===== src/rtl/operand_queue_if.sv =====
// Operand queue handshake bundle: command, VRF-word and VFU channels plus idle status.
// The master side is the accessor/VFU environment; the slave side is the queue itself.
interface operand_queue_if #(
  parameter int DataWidth = 64,
  parameter int VlWidth   = 16,
  parameter int IdWidth   = 2
);
  localparam int WordB = DataWidth / 8;

  logic                 cmd_valid_i;
  logic                 cmd_ready_o;
  logic [VlWidth-1:0]   cmd_vlB_i;
  logic [IdWidth-1:0]   cmd_id_i;
  logic                 operand_valid_i;
  logic                 operand_ready_o;
  logic [DataWidth-1:0] operand_i;
  logic                 vfu_valid_o;
  logic                 vfu_ready_i;
  logic [DataWidth-1:0] vfu_data_o;
  logic [WordB-1:0]     vfu_strb_o;
  logic                 vfu_last_o;
  logic [IdWidth-1:0]   vfu_id_o;
  logic                 idle_o;

  modport master (
    output cmd_valid_i, cmd_vlB_i, cmd_id_i, operand_valid_i, operand_i, vfu_ready_i,
    input  cmd_ready_o, operand_ready_o, vfu_valid_o, vfu_data_o, vfu_strb_o,
           vfu_last_o, vfu_id_o, idle_o
  );

  modport slave (
    input  cmd_valid_i, cmd_vlB_i, cmd_id_i, operand_valid_i, operand_i, vfu_ready_i,
    output cmd_ready_o, operand_ready_o, vfu_valid_o, vfu_data_o, vfu_strb_o,
           vfu_last_o, vfu_id_o, idle_o
  );
endinterface


===== src/rtl/operand_queue.sv =====
// Per-lane operand buffer: VRF words queued against per-instruction byte lengths, presented
// to the VFU with tail strobe, last flag and id. Registered storage, no fall-through or bypass.
module operand_queue #(
  parameter int DataWidth = 64,
  parameter int Depth     = 4,
  parameter int CmdDepth  = 2,
  parameter int VlWidth   = 16,
  parameter int IdWidth   = 2
) (
  input  logic           clk_i,
  input  logic           rst_i,
  operand_queue_if.slave bus
);
  localparam int WordB    = DataWidth / 8;
  localparam int PtrW     = $clog2(Depth);
  localparam int CmdPtrW  = (CmdDepth > 1) ? $clog2(CmdDepth) : 1;
  localparam int CntW     = $clog2(Depth + 1);
  localparam int CmdCntW  = $clog2(CmdDepth + 1);

  logic [DataWidth-1:0] op_mem_q [Depth];
  logic [PtrW-1:0]      op_wr_q, op_wr_d, op_rd_q, op_rd_d;
  logic [CntW-1:0]      op_cnt_q, op_cnt_d;

  logic [VlWidth-1:0]   cmd_vlb_mem_q [CmdDepth];
  logic [IdWidth-1:0]   cmd_id_mem_q  [CmdDepth];
  logic [CmdPtrW-1:0]   cmd_wr_q, cmd_wr_d, cmd_rd_q, cmd_rd_d;
  logic [CmdCntW-1:0]   cmd_cnt_q, cmd_cnt_d;

  logic [VlWidth-1:0]   consumed_q, consumed_d;

  logic                 op_push, op_pop, cmd_hs, cmd_push, cmd_pop, cmd_nonempty;
  logic                 vfu_valid, last;
  logic [VlWidth-1:0]   head_vlb, remain;
  logic [WordB-1:0]     strb;

  function automatic logic [PtrW-1:0] op_inc(input logic [PtrW-1:0] p);
    return (p == PtrW'(Depth - 1)) ? '0 : p + 1'b1;
  endfunction

  function automatic logic [CmdPtrW-1:0] cmd_inc(input logic [CmdPtrW-1:0] p);
    return (p == CmdPtrW'(CmdDepth - 1)) ? '0 : p + 1'b1;
  endfunction

  assign bus.operand_ready_o = (op_cnt_q != CntW'(Depth));
  assign bus.cmd_ready_o     = (cmd_cnt_q != CmdCntW'(CmdDepth));
  assign op_push             = bus.operand_valid_i && bus.operand_ready_o;
  assign cmd_hs              = bus.cmd_valid_i && bus.cmd_ready_o;
  // Zero-length instructions complete the handshake but deliver nothing on this lane.
  assign cmd_push            = cmd_hs && (bus.cmd_vlB_i != '0);
  assign cmd_nonempty        = (cmd_cnt_q != '0);
  assign head_vlb            = cmd_vlb_mem_q[cmd_rd_q];
  assign vfu_valid           = (op_cnt_q != '0) && cmd_nonempty;
  assign remain              = head_vlb - consumed_q;
  assign last                = (remain <= VlWidth'(WordB));
  assign op_pop              = vfu_valid && bus.vfu_ready_i;
  assign cmd_pop             = op_pop && last;

  always_comb begin
    strb = '0;
    for (int b = 0; b < WordB; b++) strb[b] = (remain > VlWidth'(b));
  end

  assign bus.vfu_valid_o = vfu_valid;
  assign bus.vfu_data_o  = vfu_valid ? op_mem_q[op_rd_q] : '0;
  assign bus.vfu_strb_o  = vfu_valid ? strb : '0;
  assign bus.vfu_last_o  = vfu_valid && last;
  assign bus.vfu_id_o    = cmd_nonempty ? cmd_id_mem_q[cmd_rd_q] : '0;
  assign bus.idle_o      = (op_cnt_q == '0) && !cmd_nonempty;

  always_comb begin
    op_wr_d    = op_push ? op_inc(op_wr_q) : op_wr_q;
    op_rd_d    = op_pop ? op_inc(op_rd_q) : op_rd_q;
    op_cnt_d   = op_cnt_q;
    cmd_wr_d   = cmd_push ? cmd_inc(cmd_wr_q) : cmd_wr_q;
    cmd_rd_d   = cmd_pop ? cmd_inc(cmd_rd_q) : cmd_rd_q;
    cmd_cnt_d  = cmd_cnt_q;
    consumed_d = consumed_q;
    if (op_push && !op_pop) op_cnt_d = op_cnt_q + 1'b1;
    if (!op_push && op_pop) op_cnt_d = op_cnt_q - 1'b1;
    if (cmd_push && !cmd_pop) cmd_cnt_d = cmd_cnt_q + 1'b1;
    if (!cmd_push && cmd_pop) cmd_cnt_d = cmd_cnt_q - 1'b1;
    if (cmd_pop)     consumed_d = '0;
    else if (op_pop) consumed_d = consumed_q + VlWidth'(WordB);
  end

  always_ff @(posedge clk_i or posedge rst_i) begin
    if (rst_i) begin
      op_wr_q    <= '0;
      op_rd_q    <= '0;
      op_cnt_q   <= '0;
      cmd_wr_q   <= '0;
      cmd_rd_q   <= '0;
      cmd_cnt_q  <= '0;
      consumed_q <= '0;
    end else begin
      op_wr_q    <= op_wr_d;
      op_rd_q    <= op_rd_d;
      op_cnt_q   <= op_cnt_d;
      cmd_wr_q   <= cmd_wr_d;
      cmd_rd_q   <= cmd_rd_d;
      cmd_cnt_q  <= cmd_cnt_d;
      consumed_q <= consumed_d;
    end
  end

  // Storage is qualified by the counters, so it needs no reset.
  always_ff @(posedge clk_i) begin
    if (op_push && !rst_i) op_mem_q[op_wr_q] <= bus.operand_i;
    if (cmd_push && !rst_i) begin
      cmd_vlb_mem_q[cmd_wr_q] <= bus.cmd_vlB_i;
      cmd_id_mem_q[cmd_wr_q]  <= bus.cmd_id_i;
    end
  end

  a_no_push_full: assert property (@(posedge clk_i) disable iff (rst_i)
    op_push |-> (op_cnt_q < CntW'(Depth)));
  a_consumed_bound: assert property (@(posedge clk_i) disable iff (rst_i)
    cmd_nonempty |-> (consumed_q < head_vlb));
endmodule

===== src/flat_wrapper.sv =====
// flat-port wrapper written by rule: the top's interface ports become plain ports
module operand_queue_flat 
#(
  parameter int DataWidth = 64,
  parameter int Depth     = 4,
  parameter int CmdDepth  = 2,
  parameter int VlWidth   = 16,
  parameter int IdWidth   = 2
)
  (clk_i, rst_i, bus_cmd_valid_i, bus_cmd_vlB_i, bus_cmd_id_i, bus_operand_valid_i, bus_operand_i, bus_vfu_ready_i, bus_cmd_ready_o, bus_operand_ready_o, bus_vfu_valid_o, bus_vfu_data_o, bus_vfu_strb_o, bus_vfu_last_o, bus_vfu_id_o, bus_idle_o);
  operand_queue_if #(.DataWidth(DataWidth), .VlWidth(VlWidth), .IdWidth(IdWidth)) bus_i ();
  input  logic clk_i;
  input  logic rst_i;
  input wire logic [$bits(bus_i.cmd_valid_i)-1:0] bus_cmd_valid_i;
  input wire logic [$bits(bus_i.cmd_vlB_i)-1:0] bus_cmd_vlB_i;
  input wire logic [$bits(bus_i.cmd_id_i)-1:0] bus_cmd_id_i;
  input wire logic [$bits(bus_i.operand_valid_i)-1:0] bus_operand_valid_i;
  input wire logic [$bits(bus_i.operand_i)-1:0] bus_operand_i;
  input wire logic [$bits(bus_i.vfu_ready_i)-1:0] bus_vfu_ready_i;
  output wire logic [$bits(bus_i.cmd_ready_o)-1:0] bus_cmd_ready_o;
  output wire logic [$bits(bus_i.operand_ready_o)-1:0] bus_operand_ready_o;
  output wire logic [$bits(bus_i.vfu_valid_o)-1:0] bus_vfu_valid_o;
  output wire logic [$bits(bus_i.vfu_data_o)-1:0] bus_vfu_data_o;
  output wire logic [$bits(bus_i.vfu_strb_o)-1:0] bus_vfu_strb_o;
  output wire logic [$bits(bus_i.vfu_last_o)-1:0] bus_vfu_last_o;
  output wire logic [$bits(bus_i.vfu_id_o)-1:0] bus_vfu_id_o;
  output wire logic [$bits(bus_i.idle_o)-1:0] bus_idle_o;
  assign bus_i.cmd_valid_i = bus_cmd_valid_i;
  assign bus_i.cmd_vlB_i = bus_cmd_vlB_i;
  assign bus_i.cmd_id_i = bus_cmd_id_i;
  assign bus_i.operand_valid_i = bus_operand_valid_i;
  assign bus_i.operand_i = bus_operand_i;
  assign bus_i.vfu_ready_i = bus_vfu_ready_i;
  assign bus_cmd_ready_o = bus_i.cmd_ready_o;
  assign bus_operand_ready_o = bus_i.operand_ready_o;
  assign bus_vfu_valid_o = bus_i.vfu_valid_o;
  assign bus_vfu_data_o = bus_i.vfu_data_o;
  assign bus_vfu_strb_o = bus_i.vfu_strb_o;
  assign bus_vfu_last_o = bus_i.vfu_last_o;
  assign bus_vfu_id_o = bus_i.vfu_id_o;
  assign bus_idle_o = bus_i.idle_o;
  operand_queue #(.DataWidth(DataWidth), .Depth(Depth), .CmdDepth(CmdDepth), .VlWidth(VlWidth), .IdWidth(IdWidth)) u_core (.clk_i(clk_i), .rst_i(rst_i), .bus(bus_i));
endmodule

===== config.mk =====
export PLATFORM = sky130hd
export DESIGN_NAME = operand_queue_flat
export DESIGN_NICKNAME = d
export VERILOG_FILES = /design/src/rtl/operand_queue_if.sv /design/src/rtl/operand_queue.sv /design/src/flat_wrapper.sv
export SDC_FILE = /design/constraint.sdc
export NUM_CORES = 1
export LEC_CHECK = 0
export ABC_CLOCK_PERIOD_IN_PS = 10900
export BUFFER_PORTS_ARGS = -buffer_cell sky130_fd_sc_hd__buf_2
export CELL_PAD_IN_SITES_DETAIL_PLACEMENT = 1
export CELL_PAD_IN_SITES_GLOBAL_PLACEMENT = 1
export CORE_MARGIN = 2
export CORE_UTILIZATION = 53
export DETAILED_ROUTE_END_ITERATION = 12
export GPL_TIMING_DRIVEN = 0
export MAX_ROUTING_LAYER = met4
export PLACE_DENSITY_LB_ADDON = 0.1
export SLEW_MARGIN = 40
export SYNTH_ARGS = -nofsm -noshare
export SYNTH_HDL_FRONTEND = slang
export SYNTH_SLANG_ARGS = --single-unit

===== constraint.sdc =====
create_clock -name clk_i -period 10.9 [get_ports clk_i]
set_input_delay 1.635 -clock clk_i [delete_from_list [all_inputs] [get_ports clk_i]]
set_output_delay 1.635 -clock clk_i [all_outputs]
set_load 0.02 [all_outputs]

== Word-level counts from Yosys, hierarchy flattened ==
Memories as Yosys holds them, arrays and structs flattened.
Index checks and enable logic that the tools add are counted.
Cells by class
  eq/ne operators: 4
  mux-type cells: 17
  $lt $le $gt $ge: 9
  reduce and logical (&&, ||, !) cells: 27
  $add $sub $neg: 10
Operator list (count)
  $gt 16x3->1 const B: 4
  $mux 64: 1
  $gt 16x1->1 const B: 2
  $gt 16x2->1 const B: 2
  $mux 16: 2
  $add 16x4->16 const B: 1
  $le 16x4->1 const B: 1
  $reduce_bool 16->1: 1
  $sub 16x16->16: 1
  $logic_and 1x1->1: 14
  $mux 2: 5
  $mux 8: 1
  $reduce_bool 2->1: 4
  $add 2x1->2 const B: 3
  $logic_not 1->1: 6
  $mux 1: 6
  $mux 3: 2
  $eq 2x2->1 const B: 2
  $add 3x1->3 const B: 1
  $logic_not 3->1: 1
  $ne 3x3->1 const B: 1
  $reduce_bool 3->1: 1
  $sub 3x1->3 const B: 1
  $add 1x1->1 const B: 2
  other kinds (2): 2
Word-level totals
  input port bits: 87
  bits in registers: 27
  memories: 3
  RAM bits: 292
  word-level logic and storage cells: 77
Memories
  u_core.op_mem_q: depth 4, bits a word 64, rd ports 1, clocked after memory_dff 0, write ports 1, line operand_queue.sv:20  | logic [DataWidth-1:0] op_mem_q [Depth];
  u_core.cmd_vlb_mem_q: depth 2, bits a word 16, rd ports 1, clocked after memory_dff 0, write ports 1, line operand_queue.sv:24  | logic [VlWidth-1:0] cmd_vlb_mem_q [CmdDepth];
  u_core.cmd_id_mem_q: depth 2, bits a word 2, rd ports 1, clocked after memory_dff 0, write ports 1, line operand_queue.sv:25  | logic [IdWidth-1:0] cmd_id_mem_q [CmdDepth];

== Longest topological paths before layout ==
  word-level depth: 8
  mapped depth: 16
  gate-level depth less buffers: 13

== Worst setup path before layout ==
Ideal clock, no wire load.
  path type: reg-to-output
  start point: register u_core.cmd_rd_q
  end point: output port bus_vfu_strb_o[1]
  data required time: 9265 ps
  slack: 5769 ps
  data arrival time: 3496 ps
  cell stages (with the launch flop): 11
  path through: dfrtp_1 buf_4 buf_1 mux2_2 ha_1 a211oi_1 nor3_1 or3_1 or4_4 nor3_2 a21oi_1
Between the ends
  word-level cells in the longest chain between the ends: 4
RTL lines
  from (decl): line operand_queue.sv:26  | logic [CmdPtrW-1:0] cmd_wr_q, cmd_wr_d, cmd_rd_q, cmd_rd_d;
  from (signal assigned): line operand_queue.sv:100  | cmd_rd_q <= cmd_rd_d;
  $mem_v2 2x16
  $sub 16x16->16: line operand_queue.sv:53  | assign remain = head_vlb - consumed_q;
  $gt 16x1->1: line operand_queue.sv:60  | for (int b = 0; b < WordB; b++) strb[b] = (remain > VlWidth'(b));
  $mux 8: line operand_queue.sv:65  | assign bus.vfu_strb_o = vfu_valid ? strb : '0;
  to (decl): line flat_wrapper.sv:24  | output wire logic [$bits(bus_i.vfu_strb_o)-1:0] bus_vfu_strb_o;
No other way between the ends.

== Final worst setup path ==
  start point: register u_core.cmd_rd_q
  end point: output port bus_vfu_strb_o[3]
Between the ends
  word-level cells in the longest chain between the ends: 4
RTL lines (line)
  $mem_v2 2x16
  $sub 16x16->16: operand_queue.sv:53
  $gt 16x2->1: operand_queue.sv:60
  $mux 8: operand_queue.sv:65
No other way between the ends.

==> report_table.html <==
<table>
<tr><th>Metric</th><th>Value</th></tr>
<tr><th colspan="2">Setup path</th></tr>
<tr><td>Type of element capturing the critical path</td><td>primary output</td></tr>
<tr><td>Worst EP arrival</td><td>5.05 ns</td></tr>
<tr><td>CP dominant cell by count</td><td>sky130_fd_sc_hd__a21oi_1</td></tr>
<tr><td>Capture instance of the worst register-to-register path</td><td>u_core.cmd_cnt_q[1]$_DFFE_PP0P_</td></tr>
<tr><td>List of cells traversed by the critical path</td><td>buf_4, buf_1, mux2_2, ha_1, clkbuf_1, a21oi_1, nand2_1, o21a_1, a2111oi_0, nand4_1, nor3_2, a21oi_1, buf_2</td></tr>
<tr><td>Longest individual stage delay on the worst path</td><td>0.58 ns</td></tr>
<tr><td>Slowest CP cell</td><td>sky130_fd_sc_hd__nor3_2</td></tr>
<tr><td>Origin of the worst setup path</td><td>u_core.cmd_rd_q$_DFFE_PP0N_</td></tr>
<tr><td>Critical Path RT</td><td>~9 ns</td></tr>
<tr><td>Slack of the worst reg-to-reg path</td><td>5.84 ns</td></tr>
<tr><td>R2R depth</td><td>14</td></tr>
<tr><td>Critical setup path kind</td><td>reg2out</td></tr>
<tr><td>Launch point of the worst reg-to-reg path</td><td>u_core.cmd_rd_q$_DFFE_PP0N_</td></tr>
<tr><td>Cell family with the largest share of critical-path delay</td><td>compound AO/OA/AOI/OAI gates</td></tr>
<tr><td>Top fanout value on the critical path</td><td>10</td></tr>
<tr><td>Setup crit start kind</td><td>register</td></tr>
<tr><td>Buffers &amp; Inverters on Critical Path</td><td>4</td></tr>
<tr><th colspan="2">Power and ir drop</th></tr>
<tr><td>Static leakage</td><td>5.669 nW</td></tr>
<tr><td>Peak supply drop</td><td>0.0001713 V</td></tr>
<tr><td>Power density over cell area</td><td>274.4 nW/um^2</td></tr>
<tr><th colspan="2">Yosys</th></tr>
<tr><td>Post-synth cell types</td><td>60</td></tr>
<tr><td>Cells after synthesis</td><td>779</td></tr>
<tr><td>Fraction of post-synthesis cell area in the top cell type by area</td><td>between 60% and 70%</td></tr>
<tr><td>Top cells by area, synth</td><td>sky130_fd_sc_hd__edfxtp_1, sky130_fd_sc_hd__mux4_2, sky130_fd_sc_hd__dfrtp_1, sky130_fd_sc_hd__nor2b_1, sky130_fd_sc_hd__ha_1</td></tr>
<tr><td>Fraction of registers with async set or reset after synthesis</td><td>approximately 7.6%</td></tr>
<tr><td>Number of storage elements in the synthesis netlist</td><td>316</td></tr>
<tr><td>Post-synthesis cell area</td><td>approximately 13,000 um^2</td></tr>
<tr><td>Number of flops mapped to enable cells by yosys</td><td>292</td></tr>
<tr><td>Biggest area consumer among synthesized cells</td><td>sky130_fd_sc_hd__edfxtp_1</td></tr>
<tr><td>Post-synthesis net count</td><td>between 800 and 900</td></tr>
<tr><td>Ys flop type</td><td>sky130_fd_sc_hd__edfxtp_1</td></tr>
<tr><td>Share of synthesized area occupied by flip-flops and latches</td><td>69.82%</td></tr>
<tr><td>Synth warn</td><td>0</td></tr>
<tr><td>Mean post-synth cell area</td><td>17.23 um^2</td></tr>
<tr><th colspan="2">Routing</th></tr>
<tr><td># DRC</td><td>0</td></tr>
<tr><td>Average routed wire per standard cell</td><td>23.69 um</td></tr>
<tr><td>Via Count</td><td>7,766</td></tr>
<tr><td>Via-to-Cell Ratio</td><td>5.757</td></tr>
<tr><td>Count of routing violations after the opening detailed-route iteration</td><td>449</td></tr>
<tr><td>Total iterations of the first detailed-routing run</td><td>4</td></tr>
<tr><td>Remaining antenna violation count after routing</td><td>0</td></tr>
<tr><td>Routed Wire Length</td><td>roughly 32 mm</td></tr>
<tr><th colspan="2">STA</th></tr>
<tr><td>Final-layout setup total negative slack</td><td>0 ns</td></tr>
<tr><td>Count of endpoints failing setup in the final report</td><td>0</td></tr>
<tr><td>Number of hold violations in the final report</td><td>0</td></tr>
<tr><td>Max frequency</td><td>~0.15 GHz</td></tr>
<tr><td>Number of slew-limit violations in the final report</td><td>0</td></tr>
<tr><td>Final worst clock skew</td><td>between 0.015 and 0.02 ns</td></tr>
<tr><td>Final critical path time including I/O delays and setup</td><td>~6.7 ns</td></tr>
<tr><td>Worst slew pin tran</td><td>around 0.76 ns</td></tr>
<tr><td>Post-route clock period utilization</td><td>61.29%</td></tr>
<tr><td>Unrepaired setup endpoints after global routing</td><td>no</td></tr>
<tr><td>Max-Slew Margin vs Limit</td><td>a little under 50%</td></tr>
<tr><th colspan="2">Clocking</th></tr>
<tr><td>Number of buffers added for setup after CTS</td><td>0</td></tr>
<tr><td>Post_cts resized</td><td>0</td></tr>
<tr><td>Clock transition at the registers of the reported paths</td><td>approximately 0.06 ns</td></tr>
<tr><td>H-Tree Level Count</td><td>1</td></tr>
<tr><td>TritonCTS clock tree</td><td>built</td></tr>
<tr><td>Buffer cell driving the clock tree root</td><td>sky130_fd_sc_hd__clkbuf_16</td></tr>
<tr><td>Clock network latency to the later pin of the worst-skew pair</td><td>between 0.5 and 0.6 ns</td></tr>
<tr><td># hold bufs at CTS</td><td>0</td></tr>
<tr><td>Deepest clock path buffer count</td><td>3</td></tr>
<tr><td>CTS buffer count</td><td>31</td></tr>
<tr><td># clock sinks</td><td>316</td></tr>
<tr><th colspan="2">Global routing</th></tr>
<tr><td>First-pass GRT wire length</td><td>48.48 mm</td></tr>
<tr><td>Largest net degree at the start of global routing</td><td>34</td></tr>
<tr><td>Initial antenna violation count</td><td>6</td></tr>
<tr><td>Final global-route overflow total</td><td>0</td></tr>
<tr><td>Overall global routing resource usage</td><td>25.15%</td></tr>
<tr><td>Number of global-route vias before repair</td><td>8,511</td></tr>
<tr><th colspan="2">Outcome</th></tr>
<tr><td>Status</td><td>finished clean</td></tr>
<tr><th colspan="2">Cells and area</th></tr>
<tr><td>Post-route cell area</td><td>approximately 16,000 um^2</td></tr>
<tr><td>Commonest non-fill, non-tap cell in the layout</td><td>sky130_fd_sc_hd__edfxtp_1</td></tr>
<tr><td>Area growth syn-to-layout</td><td>18.27%</td></tr>
<tr><td>Final Net Count</td><td>1,100</td></tr>
<tr><td>Most frequent cells in the layout</td><td>sky130_fd_sc_hd__edfxtp_1, sky130_fd_sc_hd__buf_2, sky130_fd_sc_hd__nor2b_1</td></tr>
<tr><td>Proportion of layout cells with a drive suffix above 1</td><td>roughly a third</td></tr>
<tr><th colspan="2">Floorplan</th></tr>
<tr><td>Num rows</td><td>58</td></tr>
<tr><td>Initial core utilization</td><td>53.60%</td></tr>
<tr><td>Core outline area</td><td>25,040 um^2</td></tr>
<tr><td>Vertical die dimension</td><td>~160 um</td></tr>
<tr><td>Die width</td><td>163.1 um</td></tr>
<tr><td>Area enclosed by the die boundary</td><td>26,610 um^2</td></tr>
<tr><td>IO Count</td><td>about 170</td></tr>
<tr><th colspan="2">Run</th></tr>
<tr><td>Total of max-cap violations</td><td>0</td></tr>
<tr><th colspan="2">Min path</th></tr>
<tr><td>HP Class</td><td>reg2reg</td></tr>
<tr><td>Worst hold stages</td><td>1</td></tr>
<tr><td>End point of the most critical hold path</td><td>u_core.cmd_wr_q$_DFFE_PP0P_</td></tr>
<tr><td>Startpoint of the most critical hold path</td><td>u_core.cmd_wr_q$_DFFE_PP0P_</td></tr>
<tr><th colspan="2">Placed design</th></tr>
<tr><td>Final HPWL DP</td><td>22.63 mm</td></tr>
<tr><td>Cell area reported after detailed placement</td><td>~15,000 um^2</td></tr>
<tr><td>Placer Congestion</td><td>0.8638</td></tr>
<tr><td>Buffers added on ports</td><td>about 170</td></tr>
</table>
## sequential cells by signal (all words and copies together), names as in the netlist
name	count
u_core.cmd_id_mem_q	4
u_core.op_rd_q	2
u_core.op_mem_q	256
u_core.cmd_rd_q	1
u_core.op_cnt_q	3
u_core.cmd_wr_q	1
u_core.consumed_q	13
u_core.cmd_cnt_q	2
u_core.cmd_vlb_mem_q	32
u_core.op_wr_q	2
## layer usage
layer / vias up / wire [um] / GRT usage (%)
li1: 3457 / - / -
met5: - / 0 / -
met2: 216 / 16880 / 42.97
met3: 67 / 1773 / 5.536
met4: 0 / 1150 / 9.936
met1: 4026 / 12150 / 29.17
## worst max-delay path by stage
stage,to,cells after the start
floorplan,bus_vfu_strb_o[1],10
global placement,bus_vfu_strb_o[4],13
detailed placement,bus_vfu_strb_o[4],13
CTS,bus_vfu_strb_o[4],13
global route,bus_vfu_strb_o[3],13
finish,bus_vfu_strb_o[3],13
## stage by stage
stage,util (%),cells,total power [mW],setup slack (ns),hold slack [ns]
floorplan,-,779,2.766,5.769,0.4610
global placement,58.55,1274,3.296,4.873,0.4743
detailed placement,59.51,1287,3.377,4.876,0.5125
CTS,63.33,1343,4.392,4.246,0.5249
global route,63.39,1349,4.570,3.949,0.5556
finish,63.39,1349,4.355,4.219,0.5226
## synth_stat cells, types with 2 or more instances
| cell | n |
|---|---|
| sky130_fd_sc_hd__a21o_1 | 2 |
| sky130_fd_sc_hd__o21a_1 | 3 |
| sky130_fd_sc_hd__or3_1 | 3 |
| sky130_fd_sc_hd__nand3_1 | 12 |
| sky130_fd_sc_hd__clkbuf_1 | 17 |
| sky130_fd_sc_hd__nand2_1 | 25 |
| sky130_fd_sc_hd__nor2b_1 | 74 |
| sky130_fd_sc_hd__edfxtp_1 | 292 |
| sky130_fd_sc_hd__mux2i_1 | 10 |
| sky130_fd_sc_hd__nor3_1 | 11 |
| sky130_fd_sc_hd__mux4_2 | 64 |
| sky130_fd_sc_hd__buf_1 | 9 |
| sky130_fd_sc_hd__nor4_1 | 6 |
| sky130_fd_sc_hd__o21ai_0 | 12 |
| sky130_fd_sc_hd__ha_1 | 22 |
| sky130_fd_sc_hd__xnor2_1 | 18 |
| sky130_fd_sc_hd__nand2b_1 | 12 |
| sky130_fd_sc_hd__a211oi_1 | 4 |
| sky130_fd_sc_hd__o211ai_1 | 3 |
| sky130_fd_sc_hd__buf_4 | 3 |
| sky130_fd_sc_hd__a21oi_1 | 18 |
| sky130_fd_sc_hd__nor3b_1 | 3 |
| sky130_fd_sc_hd__nand4_1 | 10 |
| sky130_fd_sc_hd__dfrtp_1 | 24 |
| sky130_fd_sc_hd__mux2_2 | 14 |
| sky130_fd_sc_hd__nor2_1 | 35 |
| sky130_fd_sc_hd__xor2_1 | 6 |
| sky130_fd_sc_hd__and2_1 | 7 |
| sky130_fd_sc_hd__conb_1 | 2 |
| sky130_fd_sc_hd__nand3b_1 | 2 |
| sky130_fd_sc_hd__nor4b_1 | 3 |
| sky130_fd_sc_hd__inv_1 | 25 |
## cell families after synthesis
logic type,synth area share (%)
AO/OA/AOI/OAI,3.021
adder cells (fa/ha/maj),2.200
other,0.05596
buffers and inverters,1.632
AND/OR/NAND/NOR,8.877
XOR/XNOR,1.566
multiplexers,12.83
flip-flops,69.82
## final cells by class
| cell class | count | area (um^2) |
|---|---|---|
| plain buffers | 30 | 131.4 |
| clock buffers | 43 | 870.8 |
| repair buffers | 178 | 1021 |
| fillers | 2305 | 9166 |
| diodes | 6 | 15.01 |
| multi-input cells | 408 | 3870 |
| flip-flops and latches | 316 | 9369 |
| clock inverters | 13 | 86.33 |
| inverters | 25 | 93.84 |
| well taps | 330 | 412.9 |
## power by group
part / internal (mW) / switching (mW)
Combinational: 0.692 / 1.09
Sequential: 1.49 / 0.0717
Clock: 0.576 / 0.431
Total: 2.76 / 1.60
No activity file was read; power rests on OpenSTA's default activity.
